[config.mk]
export PLATFORM = sky130hd
export DESIGN_NAME = regfile_wb_arbiter
export DESIGN_NICKNAME = d
export VERILOG_FILES = /design/src/rtl/regfile_wb_arbiter.sv
export SDC_FILE = /design/constraint.sdc
export NUM_CORES = 1
export LEC_CHECK = 0
export CAP_MARGIN = 10
export CORE_ASPECT_RATIO = 0.9
export CORE_UTILIZATION = 37
export CTS_CLUSTER_DIAMETER = 120
export DETAILED_ROUTE_END_ITERATION = 10
export PLACE_DENSITY = 0.79
export SYNTH_ARGS = -nofsm -noshare
export SYNTH_HDL_FRONTEND = slang
export SYNTH_SLANG_ARGS = --single-unit
[constraint.sdc]
create_clock -name clk -period 1.5 [get_ports clk]
set_input_delay 0.3 -clock clk [delete_from_list [all_inputs] [get_ports clk]]
set_output_delay 0.3 -clock clk [all_outputs]
set_load 0.02 [all_outputs]
[src/rtl/regfile_wb_arbiter.sv]
// Round-robin arbiter sharing the register-file write port between execute
// writeback and load return; registers the winner onto we3/a3/wd3.
module regfile_wb_arbiter #(
  parameter int DATA_W = 32,
  parameter int ADDR_W = 5,
  parameter int CNT_W  = 16
) (
  input  logic                       clk,
  input  logic                       rst_n,
  input  logic                       stall,
  input  logic                       ex_valid,
  output logic                       ex_ready,
  input  logic [ADDR_W-1:0]          ex_addr,
  input  logic [DATA_W-1:0]          ex_data,
  input  logic                       ld_valid,
  output logic                       ld_ready,
  input  logic [ADDR_W-1:0]          ld_addr,
  input  logic [DATA_W-1:0]          ld_data,
  output logic                       we3,
  output logic [ADDR_W-1:0]          a3,
  output logic [DATA_W-1:0]          wd3,
  output logic [(1<<ADDR_W)-1:0]     pend_mask,
  output logic [CNT_W-1:0]           wr_count
);

  localparam int NREG = 1 << ADDR_W;

  // Handshake: a transfer happens on an edge where valid && ready; a requester
  // holds valid/addr/data stable until ready and never withdraws valid early.
  // ready is purely combinational and at most one of the two is ever set.

  // rr_ptr: 0 = ex wins a tie, 1 = ld wins a tie
  logic              rr_ptr;
  logic              grant_ex;
  logic              grant_ld;
  logic [ADDR_W-1:0] win_addr;
  logic [DATA_W-1:0] win_data;

  always_comb begin
    grant_ex = 1'b0;
    grant_ld = 1'b0;
    if (rst_n && !stall) begin
      if (ex_valid && (!ld_valid || !rr_ptr)) grant_ex = 1'b1;
      else if (ld_valid)                      grant_ld = 1'b1;
    end
  end

  assign ex_ready = grant_ex;
  assign ld_ready = grant_ld;
  assign win_addr = grant_ld ? ld_addr : ex_addr;
  assign win_data = grant_ld ? ld_data : ex_data;

  always_ff @(posedge clk or negedge rst_n) begin
    if (!rst_n) begin
      rr_ptr <= 1'b0;
    end else if (grant_ex) begin
      rr_ptr <= 1'b1;
    end else if (grant_ld) begin
      rr_ptr <= 1'b0;
    end
  end

  // Writes to x0 are accepted but never reach the register file.
  always_ff @(posedge clk or negedge rst_n) begin
    if (!rst_n) begin
      we3 <= 1'b0;
      a3  <= '0;
      wd3 <= '0;
    end else if (grant_ex || grant_ld) begin
      we3 <= (win_addr != '0);
      a3  <= win_addr;
      wd3 <= win_data;
    end else begin
      we3 <= 1'b0;
    end
  end

  always_ff @(posedge clk or negedge rst_n) begin
    if (!rst_n) begin
      wr_count <= '0;
    end else if (we3) begin
      wr_count <= wr_count + 1'b1;
    end
  end

  always_comb begin
    pend_mask = '0;
    for (int i = 1; i < NREG; i++) begin
      pend_mask[i] = (ex_valid && (ex_addr == ADDR_W'(i))) ||
                     (ld_valid && (ld_addr == ADDR_W'(i))) ||
                     (we3      && (a3      == ADDR_W'(i)));
    end
  end

endmodule
==> impl_metrics.yaml <==
worst_setup_path:
  critical_path_arrival_ps: 1630
  top_fanout_value_on_the_critical_path: 5
  worstSetupEndpointType: "primary output"
  timing.critical_path.required_ps: 1200
  timing.critical_path.from_type: "flip-flop"
  crit_type: "flip-flop to primary output"
cells_and_area:
  postLayoutCellArea_sq_um: 6036
  nNetsFinal: 731
  antenna_cells: 0
  layout-area-overhead-vs-synth_pct: 79.66
  share_of_final_layout_standard_cells_stronger_than_drive_strength_1: 0.3359
  finalCoreUtilization: 0.6947
synthesis:
  synth_sequential_area_ratio: 0.4097
  synth.area.top_cells: "sky130_fd_sc_hd__dfrtp_1 41%, sky130_fd_sc_hd__nand2_1 16%, sky130_fd_sc_hd__a31oi_1 6.9%"
  yosysTopAreaCell: "sky130_fd_sc_hd__dfrtp_1"
  postSynthNetCount: 508
  combined_area_of_all_synthesized_cells_sq_um: 3359
  async_set_reset_flop_share_out_of_synthesis: 1.000
  synthMostInstantiatedCell: "sky130_fd_sc_hd__nand2_1"
  synth.distinct_cells: 38
  syn_area_per_cell_sq_um: 7.849
  ys_seq_elements: 55
  synth_top_cells_by_count: "140 x sky130_fd_sc_hd__nand2_1, 57 x sky130_fd_sc_hd__nor2_1, 55 x sky130_fd_sc_hd__dfrtp_1"
  yosys_most_used_dff: "sky130_fd_sc_hd__dfrtp_1"
  post_synth_edffs: 0
  yosys_warnings: 0
  synth_largest_type_area_fraction: 0.4097
  synthesis.instances: 428
clock_network:
  numCtsBuffers: 5
  hold_buffers: 0
  cts_htree_levels: 2
  clk_pin_slew_worst_paths_ps: 110
  clk_latency_worst_skew_pair_ps: 310
  cts_tree: "built"
  cts_max_path_buffers: 2
  cts.root.buffer_cell: "sky130_fd_sc_hd__clkbuf_8"
  clock_sink_count: 55
global_route:
  global_route.usage.total: 0.2671
  via_count_of_the_first_global_routing_pass: 4042
  maximum_number_of_pins_on_one_net_before_global_route_repair: 57
  initial_antenna_violation_count: 0
  grt_first_pass_wirelength_mm: 19.61
  overflow: 0
die:
  placement_rows: 32
  dieHeight_microns: 92.40
  initial_core_util: 0.3867
  ios: 167
  fp.dieArea_sq_um: 9465
  die_width_microns: 102.4
  core_sq_um: 8688
sta:
  final_critical_path_setup_slack_ps: -426.0
  setup-tns-final_ps: -11140
  slew-limit-headroom: 0.5406
  setup_viol_count_final: 34
  worst_hold_slack_ps: 291.8
  fin_skew_ps: 11.26
  finalHoldViolCount: 0
  timing.final.crit_share: 1.284
  period_minus_slack_ps: 1926
  report.final.slew_viol_count: 0
  unrepaired_setup_endpoints_after_global_routing: "yes"
  max_slew.worst_pin.slew_ps: 689.0
  max_clock_freq_mhz: 519.2
route:
  ant_nets: 0
  drt-pass1-iter-count: 5
  initialDrtViolationCount: 202
  vias_per_std_cell: 5.318
  drt_drc_violations_left: 0
  routed-via-count: 4100
  wl_per_cell_microns: 16.82
  totalWireLength_mm: 12.97
job:
  cap_violations: 0
placement:
  hpwlAfterDp_mm: 9.270
  place.gp.congestion: 0.9441
  placed_cell_area_sq_um: 5564
  buffer_ports.inserted: 165
power:
  ir_drop_mv: 0.5070
  cellPowerDensity_nw_per_um2: 822.8
  power.leakage_uw: 0.002814
outcome:
  outcome: "complete, but fails checks"
  failing_checks: "setup timing"
hold_path:
  min_path_type: "input pin to async pin"
## cells in the final DEF, fill, tap and decap left out, types with 6 or more instances in the layout
cell	Yosys	layout
sky130_fd_sc_hd__nand2_1	140	116
sky130_fd_sc_hd__clkdlybuf4s50_1	0	64
sky130_fd_sc_hd__buf_4	8	64
sky130_fd_sc_hd__dlygate4sd2_1	0	57
sky130_fd_sc_hd__nor2_1	57	48
sky130_fd_sc_hd__dfrtp_1	55	48
sky130_fd_sc_hd__buf_6	3	39
sky130_fd_sc_hd__a31oi_1	37	37
sky130_fd_sc_hd__nand2_2	0	23
sky130_fd_sc_hd__buf_2	15	13
sky130_fd_sc_hd__a22oi_2	0	12
sky130_fd_sc_hd__xnor2_1	10	10
sky130_fd_sc_hd__nand3_1	8	7
sky130_fd_sc_hd__a32oi_1	11	7
sky130_fd_sc_hd__dfrtp_2	0	7
sky130_fd_sc_hd__nor2b_4	2	6
sky130_fd_sc_hd__a22oi_1	18	6
## stage by stage
| step | worst slack [ps] | instances | power (uW) |
|---|---|---|---|
| global route | -475.5 | 771 | 5210 |
| CTS | -389.6 | 762 | 4759 |
| global placement | -949.7 | 747 | 3942 |
| floorplan | -24.89 | 428 | 2896 |
| finish | -426.0 | 771 | 4966 |
| detailed placement | -974.4 | 747 | 3974 |
## critical path, stage by stage, from the launching register on
cell	delay, ps
sky130_fd_sc_hd__dfrtp_2	470
sky130_fd_sc_hd__and2b_1	260
sky130_fd_sc_hd__nor2b_4	250
sky130_fd_sc_hd__a32oi_2	140
sky130_fd_sc_hd__nand2_2	80
sky130_fd_sc_hd__buf_6	110
## what timing repair did
action,in CTS,in global routing
pin swaps,20,29
endpoints found under the setup margin,125,69
resized for setup,303,56
buffers inserted,9,9
## layer usage
metal | wire, microns | share of wire | GRT usage | vias up
li1 | - | - | - | 1907
met1 | 5404 | 0.42 | 0.3463 | 1989
met2 | 6426 | 0.50 | 0.4539 | 178
met3 | 872 | 0.067 | 0.04981 | 26
met4 | 268 | 0.021 | 0.06667 | 0
met5 | 0 | 0 | 0 | -
## registers in the layout (all words and copies together), names as in the netlist
name      flops
a3            5
wr_count     16
we3           1
wd3          32
rr_ptr        1
## area by class of cell
cell class                      count  area, sq um
Sequential cell                    55         1385
Clock inverter                      3        23.77
Timing Repair Buffer              245         2236
Inverter                            4        17.52
Fill cell                         723         2653
Multi-Input combinational cell    340         2156
Tap cell                          119        148.9
Clock buffer                        5        68.82
## power by group
part,leakage [uW],switching (uW),internal (uW)
clock network,0.0000461,529,339
registers,0.000640,252,1730
logic,0.00213,1130,985
## cells by family after synthesis
| family | after synthesis | synth area share |
|---|---|---|
| other | 1 | 0.001116 |
| AO/OA/AOI/OAI | 73 | 0.1553 |
| buffers and inverters | 33 | 0.05810 |
| adder cells (fa/ha/maj) | 1 | 0.003724 |
| flip-flops | 55 | 0.4097 |
| multiplexers | 1 | 0.003352 |
| XOR/XNOR | 15 | 0.03910 |
| AND/OR/NAND/NOR | 249 | 0.3296 |
## path summary, 6_finish.rpt
path	startpoint	end	slack, ps	cells after the start
min	rst_n	wd3[26]	290	3
max reg2reg	we3	wr_count[9]	-40	6
max	a3[0]	pend_mask[14]	-430	5
min in group clk	ld_addr[1]	a3[1]	470	3
max in group asynchronous	rst_n	a3[1]	730	3
min reg2reg	wr_count[15]	wr_count[15]	480	1
Note: power is estimated with default switching activity, not from simulation.
